===== config.mk =====
export PLATFORM = sky130hd
export DESIGN_NAME = mem_port_arbiter_flat
export DESIGN_NICKNAME = d
export VERILOG_FILES = /design/src/rtl/mem_port_arbiter_if.sv /design/src/rtl/mem_port_arbiter.sv /design/src/flat_wrapper.sv
export SDC_FILE = /design/constraint.sdc
export NUM_CORES = 1
export LEC_CHECK = 0
export CAP_MARGIN = 20
export CORE_MARGIN = 5
export CORE_UTILIZATION = 40
export CTS_CLUSTER_DIAMETER = 30
export DETAILED_ROUTE_END_ITERATION = 16
export GPL_ROUTABILITY_DRIVEN = 0
export GPL_TIMING_DRIVEN = 0
export PLACE_DENSITY = 0.82
export SLEW_MARGIN = 30
export SYNTH_ARGS = -nofsm -noshare
export SYNTH_HDL_FRONTEND = slang
export SYNTH_SLANG_ARGS = --single-unit

===== constraint.sdc =====
create_clock -name clk -period 6.7 [get_ports clk]
set_clock_uncertainty 0.05 [all_clocks]
set_input_delay 1.34 -clock clk [delete_from_list [all_inputs] [get_ports clk]]
set_output_delay 1.34 -clock clk [all_outputs]
set_load 0.01 [all_outputs]

===== src/rtl/mem_port_arbiter_if.sv =====
// Requester-side memory port bundle: req/ack handshake plus address, write data and read data.
// master = requester (CPU controller or loader), slave = the arbiter.
interface mem_port_arbiter_if #(
    parameter int ADDR_W = 32,
    parameter int DATA_W = 32
);
    logic              req;
    logic              we;
    logic [ADDR_W-1:0] addr;
    logic [DATA_W-1:0] wdata;
    logic              ack;
    logic [DATA_W-1:0] rdata;

    modport master (output req, we, addr, wdata, input ack, rdata);
    modport slave  (input req, we, addr, wdata, output ack, rdata);
endinterface


===== src/rtl/mem_port_arbiter.sv =====
// Two-requester arbiter for the CPU's single-port unified memory (m0 = CPU, m1 = loader/DMA).
// Define MEM_PORT_ARBITER_PERF_EN to build the grant/conflict performance counters.
module mem_port_arbiter #(
    parameter int ADDR_W     = 32,
    parameter int DATA_W     = 32,
    parameter int MEM_LAT    = 1,
    parameter int FIXED_PRIO = 0
) (
    input  logic              clk,
    input  logic              reset,
    mem_port_arbiter_if.slave m0,
    mem_port_arbiter_if.slave m1,
    output logic              mem_en,
    output logic              mem_we,
    output logic [ADDR_W-1:0] mem_addr,
    output logic [DATA_W-1:0] mem_wdata,
    input  logic [DATA_W-1:0] mem_rdata,
    output logic              grant_id,
    output logic              busy,
    output logic [15:0]       perf_m0_cnt,
    output logic [15:0]       perf_m1_cnt,
    output logic [15:0]       perf_conf_cnt
);

    // state   | meaning
    // S_IDLE  | no access in flight; arbitrate and latch the winner's request
    // S_ISSUE | mem_en high for this single cycle; load the latency counter
    // S_WAIT  | count down MEM_LAT; capture mem_rdata when the count hits 1
    // S_RESP  | one-cycle ack to the winner
    typedef enum logic [1:0] {S_IDLE, S_ISSUE, S_WAIT, S_RESP} state_t;

    state_t     state;
    logic       last_grant;
    logic [3:0] wait_cnt;
    logic       any_req;
    logic       both_req;
    logic       win;

    assign any_req  = m0.req | m1.req;
    assign both_req = m0.req & m1.req;

    always_comb begin
        win = 1'b0;
        if (both_req)
            win = (FIXED_PRIO != 0) ? 1'b0 : ~last_grant;
        else if (m1.req)
            win = 1'b1;
    end

    always_ff @(posedge clk or posedge reset) begin
        if (reset) begin
            state      <= S_IDLE;
            last_grant <= 1'b1;
            wait_cnt   <= 4'd0;
            grant_id   <= 1'b0;
            busy       <= 1'b0;
            mem_en     <= 1'b0;
            mem_we     <= 1'b0;
            mem_addr   <= '0;
            mem_wdata  <= '0;
            m0.ack     <= 1'b0;
            m1.ack     <= 1'b0;
            m0.rdata   <= '0;
            m1.rdata   <= '0;
        end else begin
            m0.ack <= 1'b0;
            m1.ack <= 1'b0;
            case (state)
                S_IDLE: begin
                    if (any_req) begin
                        grant_id   <= win;
                        last_grant <= win;
                        mem_we     <= win ? m1.we    : m0.we;
                        mem_addr   <= win ? m1.addr  : m0.addr;
                        mem_wdata  <= win ? m1.wdata : m0.wdata;
                        mem_en     <= 1'b1;
                        busy       <= 1'b1;
                        state      <= S_ISSUE;
                    end
                end
                S_ISSUE: begin
                    mem_en   <= 1'b0;
                    wait_cnt <= 4'(MEM_LAT);
                    state    <= S_WAIT;
                end
                S_WAIT: begin
                    wait_cnt <= wait_cnt - 4'd1;
                    // Writes also capture here; the value is simply ignored by the requester.
                    if (wait_cnt == 4'd1) begin
                        if (grant_id) begin
                            m1.rdata <= mem_rdata;
                            m1.ack   <= 1'b1;
                        end else begin
                            m0.rdata <= mem_rdata;
                            m0.ack   <= 1'b1;
                        end
                        state <= S_RESP;
                    end
                end
                S_RESP: begin
                    busy  <= 1'b0;
                    state <= S_IDLE;
                end
                default: begin
                    mem_en <= 1'b0;
                    busy   <= 1'b0;
                    state  <= S_IDLE;
                end
            endcase
        end
    end

`ifdef MEM_PORT_ARBITER_PERF_EN
    logic grant_now;
    assign grant_now = (state == S_IDLE) && any_req;

    always_ff @(posedge clk or posedge reset) begin
        if (reset) begin
            perf_m0_cnt   <= 16'd0;
            perf_m1_cnt   <= 16'd0;
            perf_conf_cnt <= 16'd0;
        end else if (grant_now) begin
            if (!win && perf_m0_cnt != 16'hFFFF)
                perf_m0_cnt <= perf_m0_cnt + 16'd1;
            if (win && perf_m1_cnt != 16'hFFFF)
                perf_m1_cnt <= perf_m1_cnt + 16'd1;
            if (both_req && perf_conf_cnt != 16'hFFFF)
                perf_conf_cnt <= perf_conf_cnt + 16'd1;
        end
    end
`else
    assign perf_m0_cnt   = 16'd0;
    assign perf_m1_cnt   = 16'd0;
    assign perf_conf_cnt = 16'd0;
`endif

endmodule


===== src/flat_wrapper.sv =====
// flat-port wrapper written by rule: the top's interface ports become plain ports
module mem_port_arbiter_flat 
#(
    parameter int ADDR_W     = 32,
    parameter int DATA_W     = 32,
    parameter int MEM_LAT    = 1,
    parameter int FIXED_PRIO = 0
)
  (clk, reset, mem_en, mem_we, mem_addr, mem_wdata, mem_rdata, grant_id, busy, perf_m0_cnt, perf_m1_cnt, perf_conf_cnt, m0_req, m0_we, m0_addr, m0_wdata, m0_ack, m0_rdata, m1_req, m1_we, m1_addr, m1_wdata, m1_ack, m1_rdata);
  mem_port_arbiter_if #(.ADDR_W(ADDR_W), .DATA_W(DATA_W)) m0_i ();
  mem_port_arbiter_if #(.ADDR_W(ADDR_W), .DATA_W(DATA_W)) m1_i ();
  input  logic clk;
  input  logic reset;
  output logic mem_en;
  output logic mem_we;
  output logic [ADDR_W-1:0] mem_addr;
  output logic [DATA_W-1:0] mem_wdata;
  input  logic [DATA_W-1:0] mem_rdata;
  output logic grant_id;
  output logic busy;
  output logic [15:0] perf_m0_cnt;
  output logic [15:0] perf_m1_cnt;
  output logic [15:0] perf_conf_cnt;
  input wire logic [$bits(m0_i.req)-1:0] m0_req;
  input wire logic [$bits(m0_i.we)-1:0] m0_we;
  input wire logic [$bits(m0_i.addr)-1:0] m0_addr;
  input wire logic [$bits(m0_i.wdata)-1:0] m0_wdata;
  output wire logic [$bits(m0_i.ack)-1:0] m0_ack;
  output wire logic [$bits(m0_i.rdata)-1:0] m0_rdata;
  input wire logic [$bits(m1_i.req)-1:0] m1_req;
  input wire logic [$bits(m1_i.we)-1:0] m1_we;
  input wire logic [$bits(m1_i.addr)-1:0] m1_addr;
  input wire logic [$bits(m1_i.wdata)-1:0] m1_wdata;
  output wire logic [$bits(m1_i.ack)-1:0] m1_ack;
  output wire logic [$bits(m1_i.rdata)-1:0] m1_rdata;
  assign m0_i.req = m0_req;
  assign m0_i.we = m0_we;
  assign m0_i.addr = m0_addr;
  assign m0_i.wdata = m0_wdata;
  assign m0_ack = m0_i.ack;
  assign m0_rdata = m0_i.rdata;
  assign m1_i.req = m1_req;
  assign m1_i.we = m1_we;
  assign m1_i.addr = m1_addr;
  assign m1_i.wdata = m1_wdata;
  assign m1_ack = m1_i.ack;
  assign m1_rdata = m1_i.rdata;
  mem_port_arbiter #(.ADDR_W(ADDR_W), .DATA_W(DATA_W), .MEM_LAT(MEM_LAT), .FIXED_PRIO(FIXED_PRIO)) u_core (.clk(clk), .reset(reset), .m0(m0_i), .m1(m1_i), .mem_en(mem_en), .mem_we(mem_we), .mem_addr(mem_addr), .mem_wdata(mem_wdata), .mem_rdata(mem_rdata), .grant_id(grant_id), .busy(busy), .perf_m0_cnt(perf_m0_cnt), .perf_m1_cnt(perf_m1_cnt), .perf_conf_cnt(perf_conf_cnt));
endmodule

* After elaboration in Yosys (flattened, before gate mapping)
Index checks and enable logic that the tools add are counted.
** Word-level totals
- Register bits :: 141
- Bits of input ports :: 166
- Output and inout bits :: 182
- Logic and storage cells :: 52
** Operators by class
- Add/subtract/negate cells :: 1
- Equal/unequal tests :: 6
- Muxes and demuxes :: 18
- Bitwise operators :: 4
- Reductions and logical operators :: 10
** Operators with widths (count)
- $mux 32 :: 2
- $mux 1 :: 10
- $pmux 2 s4 :: 1
- $pmux 4 s2 :: 1
- $reduce_and 2->1 :: 4
- $reduce_and 3->1 :: 2
- $reduce_bool 2->1 :: 3
- $eq 2x2->1 const B :: 2
- $eq 4x1->1 const B :: 1
- $mux 2 :: 2
- $ne 2x1->1 const B :: 2
- $pmux 1 s2 :: 2
- $sub 4x1->4 const B :: 1
- $eq 2x1->1 const B :: 1
- $logic_not 2->1 :: 1
- $not 1->1 :: 2
- $and 1x1->1 :: 1
- $or 1x1->1 :: 1

* Depth between registers and ports, before layout
Gate-level depths: netlist of the first run.
- Word-level depth :: 3
- Mapped depth :: 7
- Depth with buffers taken out :: 5

* Least setup slack after synthesis of the first run
No wires, ideal clock.
- Kind :: input -> register
- From :: in m1_req
- To :: reg u_core.mem_addr[14]
- Setup time :: 0.128 ns
- Data arrival time :: 2.154 ns
- Required time :: 6.522 ns
- Setup slack :: 4.368 ns
- Cell stages on the path :: 4
- Buffers on the path :: 2
- Cells stage by stage :: o21ai_0 > buf_2 > clkbuf_2 > o21ai_0
** On the way
- Word-level cells in the longest chain between the ends :: 3
- Elaborated cells on any way between the ends :: 6
- Those cells by class :: mux: 3; bitwise: 2; reduce/logical: 1
** Ends and longest elaborated chain
- start: declaration :: line flat_wrapper.sv:30 : input wire logic [$bits(m1_i.req)-1:0] m1_req;
- $mux 1 or $and 1x1->1 (tied branches) :: line mem_port_arbiter.sv:46, mem_port_arbiter.sv:40
- $mux 1 :: line mem_port_arbiter.sv:44 : if (both_req)
- $mux 32 :: line mem_port_arbiter.sv:74 : mem_addr <= win ? m1.addr : m0.addr;
- end signal: assignment :: line mem_port_arbiter.sv:74
- end: declaration :: line mem_port_arbiter.sv:15 : output logic [ADDR_W-1:0] mem_addr,
Several ways; a longest one is shown, not always the timed one.
A chain may end at the register's enable or synchronous reset.

* Worst setup path after layout of the first run
- From :: in m1_req
- To :: reg u_core.mem_addr[9]
The elaborated chain is that of the path after synthesis.

==> results of run 1 <==
worst paths after layout:
path	end	slack, ns	cells past startpoint
worst max register to register	u_core.m1.rdata[13]	4.67	6
min in group asynchronous	u_core.m1.rdata[0]	1.31	2
worst min-delay path	u_core.mem_wdata[7]	0.43	2
worst max-delay path	u_core.mem_addr[9]	3.78	5
worst min register to register	u_core.mem_wdata[7]	0.43	2
max in group asynchronous	u_core.mem_addr[15]	4.56	3
flip-flops by register name, indices dropped and copies added, names as in the netlist:
name               flops
u_core.mem_we          1
u_core.m0.ack          1
u_core.wait_cnt        4
u_core.busy            1
u_core.mem_wdata      32
u_core.m0.rdata       32
u_core.mem_en          1
u_core.mem_addr       32
u_core.state           2
u_core.grant_id        1
u_core.m1.ack          1
u_core.m1.rdata       32
u_core.last_grant      1
cell usage after synthesis:
cell type / n / area (um2)
sky130_fd_sc_hd__a21bo_1: 1 / 10.0
sky130_fd_sc_hd__a21oi_1: 4 / 20.0
sky130_fd_sc_hd__a31oi_1: 1 / 6.26
sky130_fd_sc_hd__a32o_1: 1 / 10.0
sky130_fd_sc_hd__and4bb_1: 1 / 12.5
sky130_fd_sc_hd__buf_12: 3 / 60.1
sky130_fd_sc_hd__buf_2: 7 / 35.0
sky130_fd_sc_hd__buf_4: 55 / 413
sky130_fd_sc_hd__buf_6: 6 / 67.6
sky130_fd_sc_hd__clkbuf_1: 4 / 15.0
sky130_fd_sc_hd__clkbuf_2: 2 / 10.0
sky130_fd_sc_hd__conb_1: 1 / 3.75
sky130_fd_sc_hd__dfrtp_1: 140 / 3500
sky130_fd_sc_hd__dfstp_2: 1 / 26.3
sky130_fd_sc_hd__ha_1: 7 / 87.6
sky130_fd_sc_hd__inv_1: 8 / 30.0
sky130_fd_sc_hd__mux2_1: 6 / 67.6
sky130_fd_sc_hd__mux2_2: 31 / 349
sky130_fd_sc_hd__mux2_4: 29 / 435
sky130_fd_sc_hd__mux2i_1: 65 / 651
sky130_fd_sc_hd__nand2_1: 67 / 251
sky130_fd_sc_hd__nand2_2: 1 / 6.26
sky130_fd_sc_hd__nand3_1: 1 / 5.00
sky130_fd_sc_hd__nor2_1: 3 / 11.3
sky130_fd_sc_hd__nor2b_4: 1 / 13.8
sky130_fd_sc_hd__nor3b_1: 1 / 7.51
sky130_fd_sc_hd__o21a_1: 1 / 7.51
sky130_fd_sc_hd__o21ai_0: 66 / 330
sky130_fd_sc_hd__o21ai_1: 2 / 10.0
sky130_fd_sc_hd__o22ai_1: 1 / 6.26
sky130_fd_sc_hd__o311ai_0: 1 / 8.76
sky130_fd_sc_hd__o32a_1: 1 / 10.0
sky130_fd_sc_hd__or2b_1: 1 / 7.51
sky130_fd_sc_hd__or3_1: 2 / 12.5
sky130_fd_sc_hd__or3b_2: 1 / 8.76
power breakdown:
group          internal, mW  total [mW]  switching (mW)
registers              1.28        1.52           0.237
clock network         0.535       0.932           0.397
logic                  1.29        2.23           0.942
layout make-up:
class                      count  area [um2]  share of cell area
buffer                        77         601              0.0568
clock buffer                  18         439              0.0415
clock inverter                14         146              0.0138
inverter                       8        37.5             0.00355
multi-input combinational    344        2530               0.239
sequential                   141        3530               0.334
tap                          216         270              0.0256
timing repair buffer         300        3020               0.286
routing by layer:
metal / track usage / part of all wire / routed length, um / vias up
met5: 0 / 0 / 0 / -
met4: 0.0637 / 0.013 / 260 / 0
met3: 0.0924 / 0.12 / 2420 / 21
met2: 0.358 / 0.50 / 9880 / 225
met1: 0.228 / 0.36 / 7210 / 2378
li1: - / - / - / 2436
cell families (layout without fill, tap and decap cells):
kind of cell | count (synthesis) | after routing
mux | 131 | 131
compound gates | 79 | 79
buf+inv | 85 | 417
fa+ha+maj | 7 | 7
simple gates | 79 | 79
other cells | 1 | 48
flops | 141 | 141
metrics by stage:
stage / worst slack [ns] / power [mW] / hold slack (ns) / cell area (um2)
2_1_floorplan: 1.53 / 2.56 / 0.455 / 6690
3_3_place_gp: -0.408 / 3.71 / 0.410 / 9950
3_5_place_dp: 3.20 / 3.79 / 0.419 / 9980
4_1_cts: 3.66 / 4.74 / 0.433 / 10600
5_1_grt: 3.52 / 4.98 / 0.452 / 10600
6_report: 3.78 / 4.68 / 0.425 / 10600
critical path, cell delays in order:
cell,delay (ns)
sky130_fd_sc_hd__clkdlybuf4s50_1,0.49
sky130_fd_sc_hd__o21ai_0,0.56
sky130_fd_sc_hd__buf_2,0.36
sky130_fd_sc_hd__clkbuf_2,0.27
sky130_fd_sc_hd__o21ai_0,0.13
==> impl_summary.log, run 1 <==
INFO  metric outcome = completed
INFO  metric drt-wirelength-per-cell = ~18 um
INFO  metric pin_count_of_the_biggest_net_entering_global_routing = roughly 80
INFO  metric drc_errors = 0
INFO  metric numPlacedInstances = 1086
INFO  metric detail_route.vias_per_cell = 4.53
INFO  metric drt_first_pass_iters = 4
INFO  metric power.density = 443 nW/um2
INFO  metric achievable-frequency = about 340 MHz
INFO  metric area_of_the_core = between 15000 and 20000 um2
INFO  metric layout_worst_path_cycle_share = 0.437
INFO  metric insertedDiodeCount = 0
INFO  metric first_global_vias = approximately 5400
INFO  metric grt_pass1_wl = about 30 mm
INFO  metric timing.critical_path.to_type = flip-flop
INFO  metric fin_crit = 2.92 ns
INFO  metric postRouteWirelength = ~20 mm
INFO  metric report.final.slew_viol_count = 0
INFO  metric cts.hold.buffers_added = 0
INFO  metric cp-startpoint = m1_req
INFO  metric io_buffer_count = approximately 300
INFO  metric post-cts-setup-buffers = 0
INFO  metric cts.repair.resized = 0
INFO  metric dieArea = ~19000 um2
INFO  metric max-clock-path-buffers = 2
INFO  metric floorplan.die.width = about 140 um
INFO  metric dpl.hpwl = between 15 and 20 mm
INFO  metric number_of_placement_rows = 46
INFO  metric netlist_area = 6510 um2
INFO  metric postLayoutCoreUtil = 0.663
INFO  metric yosys_warnings = 0
INFO  metric worst_hold_path_type = flip-flop to flip-flop
INFO  metric cts_sinks = 141
INFO  metric layout.cells.most_common = sky130_fd_sc_hd__clkdlybuf4s50_1
INFO  metric synth_top_family_by_area = multiplexers
INFO  metric hold_viol = 0
INFO  metric routed-via-count = roughly 5100
INFO  metric root_buffer = sky130_fd_sc_hd__clkbuf_16
INFO  metric critPathLaunchType = primary input
INFO  metric holdCritStartpoint = u_core.mem_wdata[7]
INFO  metric tritoncts = done
INFO  metric synth_sequential_area_ratio = 0.542
INFO  metric critical_path.max_fanout = 10
INFO  metric gr_util_all_layers = 0.207
INFO  metric worstReg2RegStart = u_core.state[0]
INFO  metric overflow_left_after_global_routing = 0
INFO  metric most_frequent_cells_in_the_layout = sky130_fd_sc_hd__clkdlybuf4s50_1, sky130_fd_sc_hd__dfrtp_1, sky130_fd_sc_hd__nand2_1
INFO  metric synth_compound_gate_area_share = 0.0644
INFO  metric synth_simple_gate_area_frac = 0.0517
INFO  metric ant_nets = 0
INFO  metric grt_antenna_before_repair = 0
INFO  metric postSynthRegisterBits = about 140
INFO  metric critical_path_class = primary input to flip-flop
INFO  metric synthAdderAreaFrac = 0.0135
INFO  metric worstPathArrival = roughly 3.2 ns
INFO  metric rsz0062_at_grt = no
INFO  metric drt_first_iter_violations = roughly 180
INFO  metric signed_area_change_from_the_synthesized_netlist_to_the_final_layout = 62.4%
INFO  metric fin_setup_tns = 0 ns
INFO  metric post_synth_xor_area_fraction = 0
INFO  metric cts_htree_levels = 4
INFO  metric design.portCount = about 350
INFO  metric nNetsFinal = between 1000 and 1500
INFO  metric starting_density_of_the_core = 0.408
INFO  metric standby_leakage_power = roughly 5 nW
INFO  metric irDropWorstVdd = between 0.00015 and 0.0002 V
INFO  metric cts.reportedPaths.clkPinSlew = about 0.060 ns
INFO  metric maxCapViolCount = 0
INFO  metric netlist-cell-type-count = 35
INFO  metric drive_gt1_frac = 0.190
INFO  metric rel_slew_slack = 0.571
INFO  metric clk_latency = 0.42 ns
INFO  metric post_layout_nonfiller_instances = 1118
INFO  metric die_height = around 140 um
INFO  metric syn-mean-instance-area = around 12 um2
INFO  metric worst_slew_pin_slew = 0.637 ns
INFO  metric fillers = 1219
INFO  metric setup_viol = 0
INFO  metric tritoncts.num_buffers = 17
INFO  metric post_synthesis_cell_count = roughly 520
INFO  metric required = approximately 7 ns
INFO  metric muxShareOfSynthArea = 0.231
Power figures use the tool's default switching activity.
==> run 2, diff against run 1 <==
==> constraint.sdc (replaced) <==
create_clock -name clk -period 2.97 [get_ports clk]
set_clock_uncertainty 0.05 [all_clocks]
set_input_delay 0.594 -clock clk [delete_from_list [all_inputs] [get_ports clk]]
set_output_delay 0.594 -clock clk [all_outputs]
set_load 0.01 [all_outputs]
==> impl_summary.log, run 2 (synthesis gave the netlist of run 1 again) <==
INFO  metric outcome = completed
INFO  metric cts.repair.resized = 0
INFO  metric rsz0062_at_grt = no
INFO  metric grt_antenna_before_repair = 0
INFO  metric ant_nets = 0
INFO  metric layout_worst_path_cycle_share = 0.752
INFO  metric signed_area_change_from_the_synthesized_netlist_to_the_final_layout = 64.8%
INFO  metric postLayoutCoreUtil = 0.673
INFO  metric irDropWorstVdd = about 0.00044 V
INFO  metric area_of_the_core = ~16000 um2
INFO  metric io_buffer_count = approximately 300
INFO  metric post-cts-setup-buffers = 0
INFO  metric overflow_left_after_global_routing = 0
INFO  metric starting_density_of_the_core = 0.408
INFO  metric cts.reportedPaths.clkPinSlew = approximately 0.06 ns
INFO  metric cts_sinks = ~140
INFO  metric pin_count_of_the_biggest_net_entering_global_routing = 31
INFO  metric report.final.slew_viol_count = 0
INFO  metric critPathLaunchType = primary input
INFO  metric setup_viol = 0
INFO  metric wl_met1 = around 7.5 mm
INFO  metric cts_htree_levels = 4
INFO  metric hold_viol = 0
INFO  metric drt-wirelength-per-cell = around 18 um
INFO  metric cpMaxStageDelayCell = sky130_fd_sc_hd__o21ai_0
INFO  metric worstPathArrival = 2.47 ns
INFO  metric detail_route.vias_per_cell = between 4 and 5
INFO  metric gr_util_all_layers = 0.215
INFO  metric dieArea = around 19000 um2
INFO  metric max-clock-path-buffers = 2
INFO  metric hold_ws = about 0.43 ns
INFO  metric critical_path_class = primary input to flip-flop
INFO  metric crit_path_frequent_cell = sky130_fd_sc_hd__o21ai_0
INFO  metric nNetsFinal = approximately 1100
INFO  metric achievable-frequency = 448 MHz
INFO  metric cp_cell_sequence = clkdlybuf4s50_1, o21ai_0, buf_2, clkbuf_2, o21ai_0
INFO  metric first_global_vias = about 5500
INFO  metric timing.critical_path.to_type = flip-flop
INFO  metric insertedDiodeCount = 0
INFO  metric layout.cells.most_common = sky130_fd_sc_hd__clkdlybuf4s50_1
INFO  metric most_frequent_cells_in_the_layout = sky130_fd_sc_hd__clkdlybuf4s50_1, sky130_fd_sc_hd__dfrtp_1, sky130_fd_sc_hd__nand2_1
INFO  metric root_buffer = sky130_fd_sc_hd__clkbuf_16
INFO  metric number_of_placement_rows = 46
INFO  metric drc_errors = 0
INFO  metric drive_gt1_frac = 0.194
INFO  metric postRouteWirelength = approximately 21 mm
INFO  metric worst_path_largest_cell_delay = approximately 0.6 ns
INFO  metric floorplan.die.width = ~140 um
INFO  metric drt_first_iter_violations = 187
INFO  metric route.met3.wl = 2.40 mm
INFO  metric power.density = approximately 1000 nW/um2
INFO  metric critical_path.max_fanout = 10
INFO  metric standby_leakage_power = ~5 nW
INFO  metric dpl.hpwl = 16.6 mm
INFO  metric route.top_layer_used = met4
INFO  metric fin_crit = approximately 2.2 ns
INFO  metric required = about 3.2 ns
INFO  metric tritoncts.num_buffers = 17
INFO  metric clk_latency = 0.42 ns
INFO  metric cts.hold.buffers_added = 0
INFO  metric rel_slew_slack = 0.543
INFO  metric worst_slew_pin_slew = about 0.68 ns
INFO  metric worst_hold_path_type = flip-flop to flip-flop
INFO  metric design.portCount = roughly 350
INFO  metric met2WireLength = 10.4 mm
INFO  metric die_height = 138 um
INFO  metric maxCapViolCount = 0
INFO  metric drt_first_pass_iters = 4
INFO  metric tritoncts = done
INFO  metric grt_pass1_wl = slightly above 30 mm
INFO  metric routed-via-count = roughly 5200
## run 2: changes by cell type in the layout (fill, tap and decap cells not counted), sizes merged
cell	previous run	this run
inv	17	12
buf	72	77
clkinv	0	3
bufinv	1	3
## run 2: final timing paths
kind	from	endpoint	slack, ns	cells past startpoint
max in group asynchronous	reset	u_core.mem_addr[27]	1.70	4
min	u_core.mem_addr[2]	u_core.mem_addr[2]	0.43	2
min in group asynchronous	reset	u_core.m1.rdata[4]	0.50	2
max reg2reg	u_core.state[0]	u_core.m1.rdata[16]	0.93	6
min reg2reg	u_core.mem_addr[2]	u_core.mem_addr[2]	0.43	2
max	m1_req	u_core.mem_addr[21]	0.74	5
## run 2: cell type report
class                   instances  area (um2)
inverters                       8        33.8
repair buffers                305        3140
plain buffers                  77         601
fillers                      1216        5220
well taps                     216         270
multi-input cells             344        2530
flip-flops and latches        141        3530
clock inverters                14         184
clock buffers                  18         439
## run 2: where the power goes
group	switching (mW)	internal, mW	total (mW)
clock network	0.872	1.36	2.24
registers	0.546	2.89	3.43
logic	2.15	2.93	5.07
## run 2: worst max-delay path: cells and delay by family
kind	cells	cell delay [ns]
buffers and inverters	3	1.13
AO/OA/AOI/OAI	2	0.73
## run 2: through the flow
step	instances	cell area (um2)	TNS (ns)	power [mW]	worst slack, ns
floorplan	570	6690	0	5.78	0.564
finish	1123	10700	0	10.7	0.736
detailed placement	1091	10100	0	8.58	0.205
global placement	1085	9950	-95.63	8.37	-0.695
global route	1123	10700	0	11.4	0.504
CTS	1123	10700	0	10.9	0.639
## run 2: metal layers
metal	vias up	GRT usage
met1	2469	0.240
li1	2454	-
met2	236	0.374
met5	-	0
met4	0	0.0698
met3	21	0.0851
